--- src/rtl/mux_scan_pkg.sv ---
// Shared constants and types for the 8:1 mux scanner.
package mux_scan_pkg;
  localparam int NUM_CH = 8;
  localparam int CH_W   = 3;
  localparam int CNT_W  = 4;

  typedef enum logic {
    IDLE = 1'b0,
    SCAN = 1'b1
  } state_e;
endpackage

--- src/rtl/mux_scan_next_ch.sv ---
// Channel walker: next higher enabled channel after ch, and lowest enabled channel.
module mux_scan_next_ch
  import mux_scan_pkg::*;
(
  input  logic [NUM_CH-1:0] mask_q,
  input  logic [CH_W-1:0]   ch,
  output logic [CH_W-1:0]   next_ch,
  output logic              last,
  output logic [CH_W-1:0]   low_ch,
  output logic              none
);
  // Descending walk so the lowest qualifying index is the one left standing.
  always_comb begin
    next_ch = ch;
    last    = 1'b1;
    low_ch  = '0;
    none    = 1'b1;
    for (int i = NUM_CH-1; i >= 0; i--) begin
      if (mask_q[i] && (i > int'(ch))) begin
        next_ch = CH_W'(i);
        last    = 1'b0;
      end
      if (mask_q[i]) begin
        low_ch = CH_W'(i);
        none   = 1'b0;
      end
    end
  end
endmodule

--- src/rtl/mux_81_scanner.sv ---
// Steps the 8:1 mux selects through enabled channels, samples y after DWELL
// cycles per channel, and publishes the assembled word with a valid pulse.
module mux_81_scanner
  import mux_scan_pkg::*;
#(
  parameter int unsigned DWELL = 2
) (
  input  logic       clk,
  input  logic       rst,
  input  logic       start,
  input  logic       continuous,
  input  logic [7:0] mask,
  input  logic       y,
  output logic       s2,
  output logic       s1,
  output logic       s0,
  output logic [7:0] data,
  output logic       valid,
  output logic       busy
);
  localparam logic [CNT_W-1:0] DWELL_LAST = CNT_W'(DWELL - 1);

  state_e              state_q, state_d;
  logic [CH_W-1:0]     ch_q, ch_d;
  logic [CNT_W-1:0]    cnt_q, cnt_d;
  logic [NUM_CH-1:0]   mask_q, mask_d;
  logic [NUM_CH-1:0]   shadow_q, shadow_d;
  logic [NUM_CH-1:0]   data_q, data_d;
  logic                valid_q, valid_d;
  logic [NUM_CH-1:0]   merged;

  logic [CH_W-1:0]     cur_next, cur_low, new_next, new_low;
  logic                cur_last, cur_none, new_last, new_none;
  logic                unused_walk;

  // Walker on the latched mask drives stepping; walker on the live mask
  // picks the first channel whenever a mask is (re)latched.
  mux_scan_next_ch u_cur (
    .mask_q (mask_q),
    .ch     (ch_q),
    .next_ch(cur_next),
    .last   (cur_last),
    .low_ch (cur_low),
    .none   (cur_none)
  );

  mux_scan_next_ch u_new (
    .mask_q (mask),
    .ch     (ch_q),
    .next_ch(new_next),
    .last   (new_last),
    .low_ch (new_low),
    .none   (new_none)
  );

  assign unused_walk = ^{cur_low, cur_none, new_next, new_last};

  always_comb begin
    state_d  = state_q;
    ch_d     = ch_q;
    cnt_d    = cnt_q;
    mask_d   = mask_q;
    shadow_d = shadow_q;
    data_d   = data_q;
    valid_d  = 1'b0;
    merged   = shadow_q;
    merged[ch_q] = y;
    unique case (state_q)
      IDLE: begin
        if (start) begin
          mask_d = mask;
          if (new_none) begin
            data_d  = '0;
            valid_d = 1'b1;
          end else begin
            state_d  = SCAN;
            ch_d     = new_low;
            cnt_d    = '0;
            shadow_d = '0;
          end
        end
      end
      SCAN: begin
        if (cnt_q == DWELL_LAST) begin
          cnt_d    = '0;
          shadow_d = merged;
          if (!cur_last) begin
            ch_d = cur_next;
          end else begin
            data_d  = merged;
            valid_d = 1'b1;
            if (continuous) mask_d = mask;
            if (continuous && !new_none) begin
              ch_d     = new_low;
              shadow_d = '0;
            end else begin
              state_d = IDLE;
              ch_d    = '0;
            end
          end
        end else begin
          cnt_d = cnt_q + 1'b1;
        end
      end
      default: begin
        state_d = IDLE;
        ch_d    = '0;
      end
    endcase
  end

  always_ff @(posedge clk or posedge rst) begin
    if (rst) begin
      state_q  <= IDLE;
      ch_q     <= '0;
      cnt_q    <= '0;
      mask_q   <= '0;
      shadow_q <= '0;
      data_q   <= '0;
      valid_q  <= 1'b0;
    end else begin
      state_q  <= state_d;
      ch_q     <= ch_d;
      cnt_q    <= cnt_d;
      mask_q   <= mask_d;
      shadow_q <= shadow_d;
      data_q   <= data_d;
      valid_q  <= valid_d;
    end
  end

  assign {s2, s1, s0} = ch_q;
  assign data         = data_q;
  assign valid        = valid_q;
  assign busy         = (state_q == SCAN);
endmodule
--- config.mk ---
export PLATFORM = sky130hd
export DESIGN_NAME = mux_81_scanner
export DESIGN_NICKNAME = d
export VERILOG_FILES = /design/src/rtl/mux_scan_pkg.sv /design/src/rtl/mux_scan_next_ch.sv /design/src/rtl/mux_81_scanner.sv
export SDC_FILE = /design/constraint.sdc
export NUM_CORES = 1
export LEC_CHECK = 0
export CAP_MARGIN = 20
export CELL_PAD_IN_SITES_DETAIL_PLACEMENT = 0
export CELL_PAD_IN_SITES_GLOBAL_PLACEMENT = 2
export CORE_ASPECT_RATIO = 2
export CORE_UTILIZATION = 31
export CTS_BUF_LIST = sky130_fd_sc_hd__clkbuf_8
export DETAILED_ROUTE_END_ITERATION = 10
export PLACE_DENSITY_LB_ADDON = 0.1
export SETUP_SLACK_MARGIN = 0.2
export SLEW_MARGIN = 20
export SYNTH_ARGS = -nofsm -noshare
export SYNTH_HDL_FRONTEND = slang
export SYNTH_SLANG_ARGS = --single-unit
export TNS_END_PERCENT = 50
--- constraint.sdc ---
create_clock -name clk -period 1.9 [get_ports clk]
set_input_delay 0.19 -clock clk [delete_from_list [all_inputs] [get_ports clk]]
set_output_delay 0.19 -clock clk [all_outputs]
set_load 0.01 [all_outputs]
---- Word level (Yosys, flattened, before mapping) ----
Cells that the tools add are included.
word-level totals
  flip-flop bits (word level) ............. 33
  output and inout port bits .............. 13
  bits of input ports ..................... 13
  word-level logic and storage cells ...... 111
cells by class
  $add $sub $neg .......................... 1
  magnitude comparators ................... 9
  mux-type cells .......................... 70
  eq/ne operators ......................... 8
  reductions and logical operators ........ 15
  bitwise gates (word level) .............. 1
operators by type and width
  kind                 number
  $mux 8               13
  $mux 3               20
  $pmux 8 s2           3
  $mux 1               25
  $gt 3x3->1 const A   4
  $mux 4               3
  $reduce_and 4->1     3
  $logic_and 1x1->1    9
  $ne 9x1->1 const B   1
  $bwmux 8             1
  $ne 2x2->1 const B   4
  $pmux 4 s2           1
  $gt 2x3->1 const A   2
  $pmux 3 s2           1
  $add 4x1->4 const B  1
  $eq 4x1->1 const B   1
  $lt 3x4->1 const B   1
  $ne 2x1->1 const B   2
  $pmux 1 s2           2
  $demux 1 s3          1
  $ge 3x1->1 const B   1
  $gt 1x3->1 const A   1
  $reduce_and 3->1     1
  $reduce_and 2->1     1
  other kinds (2)      2

---- Logic depth before layout (Yosys ltp) ----
Gate-level depths: netlist of run 1.
  depth after elaboration ................. 14
  depth in mapped cells ................... 8
  depth with buffers taken out ............ 7

---- Hierarchy ----
From an unflattened synthesis of run 1, not the netlist that was laid out.
unflattened totals
  cells, all modules ...................... 230
  area total of the unflattened synthesis .. 2009.4 sq um
by module, submodules not included
  module            cells an instance  times used  area an instance (sq um)  seq. area each (sq um)
  mux_81_scanner    146                1           1526.5                    825.8
  mux_scan_next_ch  42                 2           241.5                     0.0

---- Worst setup path before layout of run 1 ----
OpenSTA, ideal clock, no wires.
  kind .................................... register to register
  start ................................... reg ch_q[1]
  end ..................................... reg mask_q[1]
  clock period less this slack ............ 1.911 ns
  path slack .............................. -0.011 ns
  buffers on the path ..................... 2
  setup time .............................. 0.128 ns
  cell stages (with the launch flop) ...... 9
  arrival ................................. 1.783 ns
  data required time ...................... 1.772 ns
  cell sequence ........................... dfrtp_1 > buf_4 > nand3_1 > o21ai_2 > nor2b_4 > and2_1 > a31o_1 > buf_2 > mux2_1
on the way
  word-level cells in the longest chain between the ends .. 11
  elaborated cells between the ends (all ways) .. 23
  those cells by class .................... order compare (7); eq/ne (1); mux (7); reduce/logical (8)
ends and longest elaborated chain
  item                                   line                    source
  from (decl)                            mux_81_scanner.sv:24    logic [CH_W-1:0] ch_q, ch_d;
  from (signal assigned)                 mux_81_scanner.sv:123   ch_q <= ch_d;
  $gt 3x3->1                             n/a
  $logic_and 1x1->1                      mux_scan_next_ch.sv:19  if (mask_q[i] && (i > int'(ch))) begin
  $mux 1 (6 in series)                   mux_scan_next_ch.sv:19
  $mux 1 (*)                             mux_scan_next_ch.sv:19
  $ne 2x1->1 (no source line) (*)        n/a
  $reduce_and 4->1 (no source line) (*)  n/a
  to (signal assigned)                   mux_81_scanner.sv:125   mask_q <= mask_d;
  to (decl)                              mux_81_scanner.sv:26    logic [NUM_CH-1:0] mask_q, mask_d;
Mark *: on every way between the ends. The rest lies on a longest branch, timed or not.
A chain may end at the register's enable or synchronous reset.

---- Worst setup path in the final report of run 1 ----
  start ................................... reg ch_q[2]
  end ..................................... reg mask_q[4]
Same word-level chain as after synthesis.

==> load_flow_metrics.sql, run 1 <==
INSERT INTO impl_metrics (metric_group, metric, value, unit) VALUES
('clock_tree', 'cts.path.max_buffers', '2', ''),
('timing', 'fin_skew', '0.0107', 'ns'),
('final_layout', 'final_core_util', '50.6', '%'),
('placement', 'dpl_worst_slack', '-0.142', 'ns'),
('placement', 'placed_area', '2440', 'sq um'),
('clock_tree', 'cts_sinks', '32', ''),
('final_layout', 'num-nets-final', '279', ''),
('detailed_routing', 'ant_nets', '0', ''),
('detailed_routing', 'route.detailed.vias_per_inst', '5.24', ''),
('detailed_routing', 'detail_route.wl_per_cell', '16.3', 'microns'),
('global_route', 'global_route_wire_length_before_repair', '8510', 'microns'),
('timing', 'max_freq', '0.522', 'GHz'),
('floorplanning', 'die_w', '55.4', 'microns'),
('worst_setup_path', 'cp.arrival', '2.09', 'ns'),
('global_route', 'grt_max_degree', '33', ''),
('pwr', 'cell_internal_pwr', '2.82', 'mW'),
('worst_hold_path', 'hold_class', 'in -> async', ''),
('worst_setup_path', 'max_stage_delay', '0.48', 'ns'),
('floorplanning', 'initial_utilization', '32.3', '%'),
('worst_setup_path', 'cp_num_buf_inv', '1', ''),
('worst_setup_path', 'timing.critical_path.slowest_stage_cell', 'sky130_fd_sc_hd__dfrtp_2', ''),
('synthesis', 'synth-async-reset-ratio', '100', '%'),
('detailed_routing', 'route.detailed.drc', '0', ''),
('outcome', 'outcome', 'finished, violations left', ''),
('worst_setup_path', 'timing.critical_path.from_type', 'flop', ''),
('floorplanning', 'floorplan.die.height', '109', 'microns'),
('final_layout', 'layout.cells.non_filler', '325', ''),
('worst_setup_path', 'worst_path_dominant_cell_family', 'compound AO/OA/AOI/OAI gates', ''),
('global_route', 'grt_antenna_before_repair', '0', ''),
('detailed_routing', 'initialDrtViolationCount', '40', ''),
('synthesis', 'netlist_area', '1770', 'sq um'),
('synthesis', 'netlist.top_cell.by_area', 'sky130_fd_sc_hd__dfrtp_1', ''),
('pwr', 'pwr-share-clk', '14.3', '%'),
('timing', 'maxSlewViolCount', '0', ''),
('worst_setup_path', 'crit_type', 'reg -> reg', ''),
('synthesis', 'syn_nets', '207', ''),
('synthesis', 'yosys_most_used_dff', 'sky130_fd_sc_hd__dfrtp_1', ''),
('final_layout', 'drive_above_1_share', '37.0', '%'),
('pwr', 'pwr_density_cell', '1660', 'nW/um^2'),
('worst_setup_path', 'setup.worst_path.start', 'ch_q[2]', ''),
('synthesis', 'synth_top_area_share', '45.4', '%'),
('timing', 'layout_setup_ws', '-0.0152', 'ns'),
('timing', 'hold_viol', '0', ''),
('floorplanning', 'fp.dieArea', '6020', 'sq um'),
('outcome', 'violations', 'negative setup slack', ''),
('detailed_routing', 'totalWireLength', '5280', 'microns'),
('timing', 'whs', '0.292', 'ns'),
('pwr', 'total_switching_power', '1.76', 'mW'),
('timing', 'final_period_demand_of_the_worst_path', '1.92', 'ns'),
('floorplanning', 'core_area', '5470', 'sq um'),
('timing', 'final.setup.tns', '-0.0896', 'ns'),
('worst_setup_path', 'worst_r2r_startpoint', 'ch_q[2]', ''),
('timing', 'final.period_utilization', '101', '%'),
('worst_setup_path', 'cp-endpoint', 'mask_q[4]', ''),
('placement', 'dp_hpwl', '3980', 'microns'),
('worst_setup_path', 'critical_path_cell_count', '7', ''),
('placement', 'place_congestion', '0.799', ''),
('worst_setup_path', 'critical_path.endpoint_type', 'flop', ''),
('clock_tree', 'h_tree_level_count', '2', ''),
('worst_setup_path', 'worstRegToRegCells', '7', ''),
('synthesis', 'ys_seq_elements', '32', ''),
('floorplanning', 'num_io_pins', '26', ''),
('timing', 'endpoints_failing_setup', '8', ''),
('final_layout', 'final_area', '2770', 'sq um'),
('timing', 'max_slew_margin', '71.5', '%'),
('pwr', 'total_power', '4.58', 'mW'),
('detailed_routing', 'drt_first_pass_iters', '6', ''),
('worst_setup_path', 'crit_path_cell_trace', 'o21ba_4, a21o_1, nor2b_4, and2_4, a31o_1, buf_12, mux2_4', ''),
('clock_tree', 'cts.root.buffer_cell', 'sky130_fd_sc_hd__clkbuf_8', ''),
('clock_tree', 'clock_latency', '0.29', 'ns'),
('flow_run', 'cap_viol_max_count', '0', '');
==> cell families after synthesis <==
group | Yosys count | share of synthesized area (%)
simple gates | 73 | 19.8
compound gates | 54 | 21.6
flops | 32 | 45.4
buf+inv | 19 | 4.46
mux | 12 | 7.30
fa+ha+maj | 2 | 1.42
==> layout by cell type, fill, tap and decap left out, drive strengths merged, types with 2 or more instances in the layout <==
cell type / instances
nor4: 2
a22o: 5
nor2: 17
nand3: 6
inv: 8
buf: 49
o31ai: 2
mux2: 7
a21oi: 10
clkbuf: 6
nand2: 21
a31o: 7
and2: 2
o22ai: 3
nor2b: 5
clkinvlp: 2
ha: 2
nor3b: 2
a21boi: 2
o21ai: 13
clkdlybuf4s50: 24
a31oi: 4
mux2i: 5
dfrtp: 32
nor3: 13
==> final cells by class <==
type / instances / area [sq um]
fillers: 505 / 2700
multi-input cells: 141 / 1050
flip-flops and latches: 32 / 803
repair buffers: 75 / 688
well taps: 60 / 75.1
clock buffers: 5 / 68.8
clock inverters: 3 / 42.5
inverters: 9 / 37.5
==> per-layer routing <==
layer	GRT usage, %	share of wire [%]	wire, microns	up-vias
met4	9.11	3.6	192	0
li1	-	-	-	838
met2	35.0	56	2960	46
met5	0	0	0	-
met3	3.91	3.7	196	19
met1	18.3	37	1930	799
==> Yosys cell counts, types with 2 or more instances <==
master and instances:
sky130_fd_sc_hd__buf_2 3, sky130_fd_sc_hd__o31ai_1 2, sky130_fd_sc_hd__dfrtp_1 32, sky130_fd_sc_hd__a22o_1 5, sky130_fd_sc_hd__nor4_1 2, sky130_fd_sc_hd__nand3_1 6
sky130_fd_sc_hd__nor3b_1 2, sky130_fd_sc_hd__a31o_2 6, sky130_fd_sc_hd__mux2_1 7, sky130_fd_sc_hd__o22ai_1 3, sky130_fd_sc_hd__nor2b_1 4, sky130_fd_sc_hd__clkbuf_1 6
sky130_fd_sc_hd__inv_1 9, sky130_fd_sc_hd__and2_1 2, sky130_fd_sc_hd__nor3_1 13, sky130_fd_sc_hd__a31oi_1 4, sky130_fd_sc_hd__nand2_1 21, sky130_fd_sc_hd__nor2_1 17
sky130_fd_sc_hd__ha_1 2, sky130_fd_sc_hd__o21ai_0 11, sky130_fd_sc_hd__a21oi_1 9, sky130_fd_sc_hd__mux2i_1 5, sky130_fd_sc_hd__a21boi_0 2
==> worst min-delay path by stage <==
| stage | from | to | slack (ns) | depth (start not counted) |
|---|---|---|---|---|
| 6_report | rst | data[4] | 0.29 | 3 |
| 5_1_grt | rst | cnt_q[3] | 0.34 | 3 |
| 4_1_cts | rst | data[4] | 0.30 | 3 |
| 2_1_floorplan | mask[0] | ch_q[0] | 0.29 | 1 |
| 3_5_place_dp | shadow_q[3] | shadow_q[3] | 0.45 | 2 |
| 3_3_place_gp | shadow_q[7] | shadow_q[7] | 0.45 | 2 |
==> power by group through the flow <==
stage | Sequential, mW | Clock [mW] | Combinational, mW
floorplan | 1.20 | 0 | 1.25
global placement | 1.19 | 0 | 2.31
detailed placement | 1.20 | 0 | 2.34
CTS | 1.19 | 0.675 | 2.60
global route | 1.23 | 0.704 | 2.98
finish | 1.19 | 0.655 | 2.74
==> repair_timing <==
| action | CTS | global route |
|---|---|---|
| buffers inserted | 3 | 1 |
| gates resized for setup | 21 | 14 |
| endpoints found under the setup margin | 24 | 31 |
| cloned | 0 | 1 |
| pin swaps | 1 | 4 |
==> worst min-delay path, delay by kind of cell <==
family / cells / cell delay [ns]
buffers and inverters: 3 / 0.82
==> flip-flops by register name, indices dropped and copies added (netlist names) <==
signal and count:
data 8, shadow_q 8, mask_q 7, cnt_q 4, ch_q 3, busy 1, valid 1
(Power assumes the default switching activity.)
==> run 2: changes to the inputs <==
--- a/config.mk
+++ b/config.mk
@@ -6,10 +6,8 @@
 export NUM_CORES = 1
 export LEC_CHECK = 0
 export CAP_MARGIN = 20
-export CELL_PAD_IN_SITES_DETAIL_PLACEMENT = 0
-export CELL_PAD_IN_SITES_GLOBAL_PLACEMENT = 2
 export CORE_ASPECT_RATIO = 2
-export CORE_UTILIZATION = 31
+export CORE_UTILIZATION = 50
 export CTS_BUF_LIST = sky130_fd_sc_hd__clkbuf_8
 export DETAILED_ROUTE_END_ITERATION = 10
 export PLACE_DENSITY_LB_ADDON = 0.1
==> constraint.sdc (replaced) <==
create_clock -name clk -period 1.6 [get_ports clk]
set_input_delay 0.16 -clock clk [delete_from_list [all_inputs] [get_ports clk]]
set_output_delay 0.16 -clock clk [all_outputs]
set_load 0.01 [all_outputs]
==> run 2 against run 1 <==
Compared with the run above:
- the flow finishes with violations (design-rule violations, negative setup slack)
- register-to-register slack worse by 0.28 ns
- first-iteration DRC count up 150%
- critical path depth unchanged
- wire length up 13%
- non-clock buffer count up 13
- highest routed layer unchanged
- sequential cell count unchanged
- sequential power up 18%
- final area up 2.8%
- setup slack worse by 0.28 ns
- combinational power up 34%
- count of clock-buffer cells in the layout unchanged
==> load_flow_metrics.sql, run 2 (synthesis results as in run 1) <==
INSERT INTO impl_metrics (metric_group, metric, value, unit) VALUES
('outcome', 'outcome', 'finished, violations left', ''),
('outcome', 'violations', 'design-rule violations, negative setup slack', ''),
('placement', 'place_congestion', '0.904', ''),
('detailed_routing', 'detail_route.wl_per_cell', '19.3', 'microns'),
('floorplanning', 'num_io_pins', '26', ''),
('worst_setup_path', 'reg2reg_to', 'mask_q[1]', ''),
('timing', 'max_slew_margin', '72.8', '%'),
('global_route', 'grt_pass1_vias', '1956', ''),
('floorplanning', 'die_w', '44.0', 'microns'),
('worst_setup_path', 'cp.required', '1.77', 'ns'),
('detailed_routing', 'route.detailed.vias_per_inst', '6.09', ''),
('final_layout', 'num-nets-final', '292', ''),
('worst_setup_path', 'critical_path.endpoint_type', 'flop', ''),
('worst_setup_path', 'timing.critical_path.fanout_max', '7', ''),
('floorplanning', 'floorplan.die.height', '86.0', 'microns'),
('clock_tree', 'cts.root.buffer_cell', 'sky130_fd_sc_hd__clkbuf_8', ''),
('worst_setup_path', 'cp.arrival', '2.07', 'ns'),
('global_route', 'grtUsageMet2', '60.8', '%'),
('global_route', 'gr-usage-met1', '32.8', '%'),
('clock_tree', 'holdBufCountCts', '0', ''),
('worst_setup_path', 'timing.critical_path.slowest_stage_cell', 'sky130_fd_sc_hd__dfrtp_2', ''),
('clock_tree', 'cts.path.max_buffers', '2', ''),
('final_layout', 'final_area', '2850', 'sq um'),
('floorplanning', 'initial_utilization', '52.3', '%'),
('final_layout', 'multi_input_comb_area', '1080', 'sq um'),
('worst_setup_path', 'worst_r2r_startpoint', 'ch_q[2]', ''),
('pwr', 'ir_drop', '1.40', 'mV'),
('detailed_routing', 'ant_nets', '0', ''),
('placement', 'placed_area', '2440', 'sq um'),
('pwr', 'pwr_density_cell', '2060', 'nW/um^2'),
('floorplanning', 'core_area', '3380', 'sq um'),
('clock_tree', 'clk_pin_slew', '0.08', 'ns'),
('placement', 'dp_hpwl', '3730', 'microns'),
('final_layout', 'final_core_util', '84.2', '%'),
('final_layout', 'diodes', '0', ''),
('timing', 'measured_slew_at_the_worst_slew_check_pin', '0.408', 'ns'),
('placement', 'port_buffers', '25', ''),
('timing', 'final.period_utilization', '119', '%'),
('clock_tree', 'cts-buffers-inserted', '5', ''),
('clock_tree', 'cts_tree', 'done', ''),
('worst_setup_path', 'critical_path_cell_count', '7', ''),
('global_route', 'grtUsageTotal', '32.9', '%'),
('final_layout', 'layout.filler_cells', '187', ''),
('global_route', 'global_route_met3_usage', '5.26', '%'),
('placement', 'dpl_worst_slack', '-0.401', 'ns'),
('final_layout', 'sequential_cell_area_in_the_final_layout', '805', 'sq um'),
('clock_tree', 'clock_latency', '0.29', 'ns'),
('pwr', 'total_power', '5.87', 'mW'),
('timing', 'fin_skew', '0.0102', 'ns'),
('floorplanning', 'row_count', '30', ''),
('global_route', 'gr-total-overflow', '0', ''),
('worst_setup_path', 'max_stage_delay', '0.46', 'ns'),
('worst_setup_path', 'crit_type', 'reg -> reg', ''),
('pwr', 'p_leak', '1.32', 'nW'),
('global_route', 'global_route_wire_length_before_repair', '9110', 'microns'),
('detailed_routing', 'detailroute.via_count', '1887', ''),
('timing', 'max_freq', '0.527', 'GHz'),
('global_route', 'top_usage_layer', 'met2', ''),
('worst_setup_path', 'worstRegToRegCells', '7', ''),
('final_layout', 'most-common-layout-cells', 'sky130_fd_sc_hd__buf_4 (54), sky130_fd_sc_hd__dfrtp_1 (29), sky130_fd_sc_hd__nand2_1 (20)', ''),
('timing', 'final_period_demand_of_the_worst_path', '1.90', 'ns'),
('final_layout', 'mostFrequentLayoutCell', 'sky130_fd_sc_hd__buf_4', ''),
('floorplanning', 'fp.dieArea', '3790', 'sq um'),
('timing', 'endpoints_failing_setup', '25', ''),
('final_layout', 'area_growth_syn_to_fin', '61.2', '%'),
('global_route', 'grt_antenna_before_repair', '0', ''),
('clock_tree', 'cts_sinks', '32', ''),
('worst_setup_path', 'cp_num_buf_inv', '2', ''),
('worst_setup_path', 'timing.reg2reg.setup_slack', '-0.30', 'ns'),
('detailed_routing', 'route.detailed.drc', '1', ''),
('clock_tree', 'h_tree_level_count', '2', ''),
('final_layout', 'drive_above_1_share', '41.7', '%'),
('flow_run', 'cap_viol_max_count', '0', ''),
('global_route', 'grt_max_degree', '33', ''),
('worst_setup_path', 'timing.critical_path.from_type', 'flop', ''),
('timing', 'grt_setup_unrepaired', 'true', ''),
('worst_hold_path', 'hold_class', 'in -> async', ''),
('timing', 'maxSlewViolCount', '0', ''),
('detailed_routing', 'totalWireLength', '5980', 'microns'),
('worst_setup_path', 'worst_path_dominant_cell_family', 'flip-flops', ''),
('timing', 'hold_viol', '0', ''),
('detailed_routing', 'initialDrtViolationCount', '98', ''),
('detailed_routing', 'drt_first_pass_iters', '9', ''),
('worst_setup_path', 'crit_path_cell_trace', 'buf_4, nor3_4, a21oi_4, and2_4, a31o_4, buf_12, mux2_4', ''),
('timing', 'layout_setup_ws', '-0.297', 'ns');
## run 2: cell types whose count changed in the layout (fill, tap and decap cells not counted), moves of 4 or more
cell                              previous run  this run
sky130_fd_sc_hd__clkdlybuf4s50_1            24        13
sky130_fd_sc_hd__o21ai_1                     1         5
sky130_fd_sc_hd__buf_4                      43        54
sky130_fd_sc_hd__o21ai_0                    11         6
sky130_fd_sc_hd__buf_6                       1         6
sky130_fd_sc_hd__dlygate4sd2_1               1        10
## run 2: repair_timing
| item | CTS | global route |
|---|---|---|
| setup buffers | 6 | 7 |
| hold endpoints to repair | 0 | 0 |
| gates resized for setup | 48 | 13 |
| endpoints found under the setup margin | 36 | 32 |
| pin swaps | 12 | 6 |
## run 2: metrics by stage
| stage | cells | setup TNS, ns | hold WS, ns |
|---|---|---|---|
| 3_5_place_dp | 289 | -8.44 | 0.457 |
| 6_report | 310 | -5.55 | 0.240 |
| 2_1_floorplan | 192 | -2.23 | 0.258 |
| 5_1_grt | 310 | -6.77 | 0.308 |
| 3_3_place_gp | 289 | -6.48 | 0.444 |
| 4_1_cts | 303 | -4.04 | 0.260 |
## run 2: area by class of cell
cell class / count / area share (%)
repair buffers: 88 / 27.2
inverters: 9 / 1.19
clock inverters: 3 / 1.50
clock buffers: 5 / 2.42
well taps: 32 / 1.41
flip-flops and latches: 32 / 28.3
multi-input cells: 141 / 38.0
## run 2: worst max-delay path by stage
stage	start	endpoint	slack, ns
finish	ch_q[2]	mask_q[1]	-0.30
global route	ch_q[1]	shadow_q[1]	-0.35
CTS	ch_q[2]	mask_q[1]	-0.26
detailed placement	mask[0]	cnt_q[2]	-0.40
global placement	mask[5]	ch_q[1]	-0.29
floorplan	ch_q[2]	mask_q[1]	-0.18
## run 2: per-layer routing
layer / vias to the layer above / part of all wire [%]
li1: 868 / -
met4: 0 / 5.8
met5: - / 0
met1: 903 / 34
met2: 86 / 56
met3: 30 / 4.1
## run 2: power by group
| group | internal, mW | leakage (nW) | total (mW) | switching [mW] |
|---|---|---|---|---|
| combinational | 1.94 | 0.878 | 3.68 | 1.74 |
| sequential | 1.15 | 0.390 | 1.41 | 0.260 |
| clock | 0.460 | 0.0541 | 0.785 | 0.324 |
## run 2: worst reg2reg max path: cells and delay by family, from the launching register on
kind | cells | cell delay [ns]
flip-flops | 1 | 0.46
AND/OR/NAND/NOR | 2 | 0.41
AO/OA/AOI/OAI | 2 | 0.31
buffers and inverters | 2 | 0.30
multiplexers | 1 | 0.30
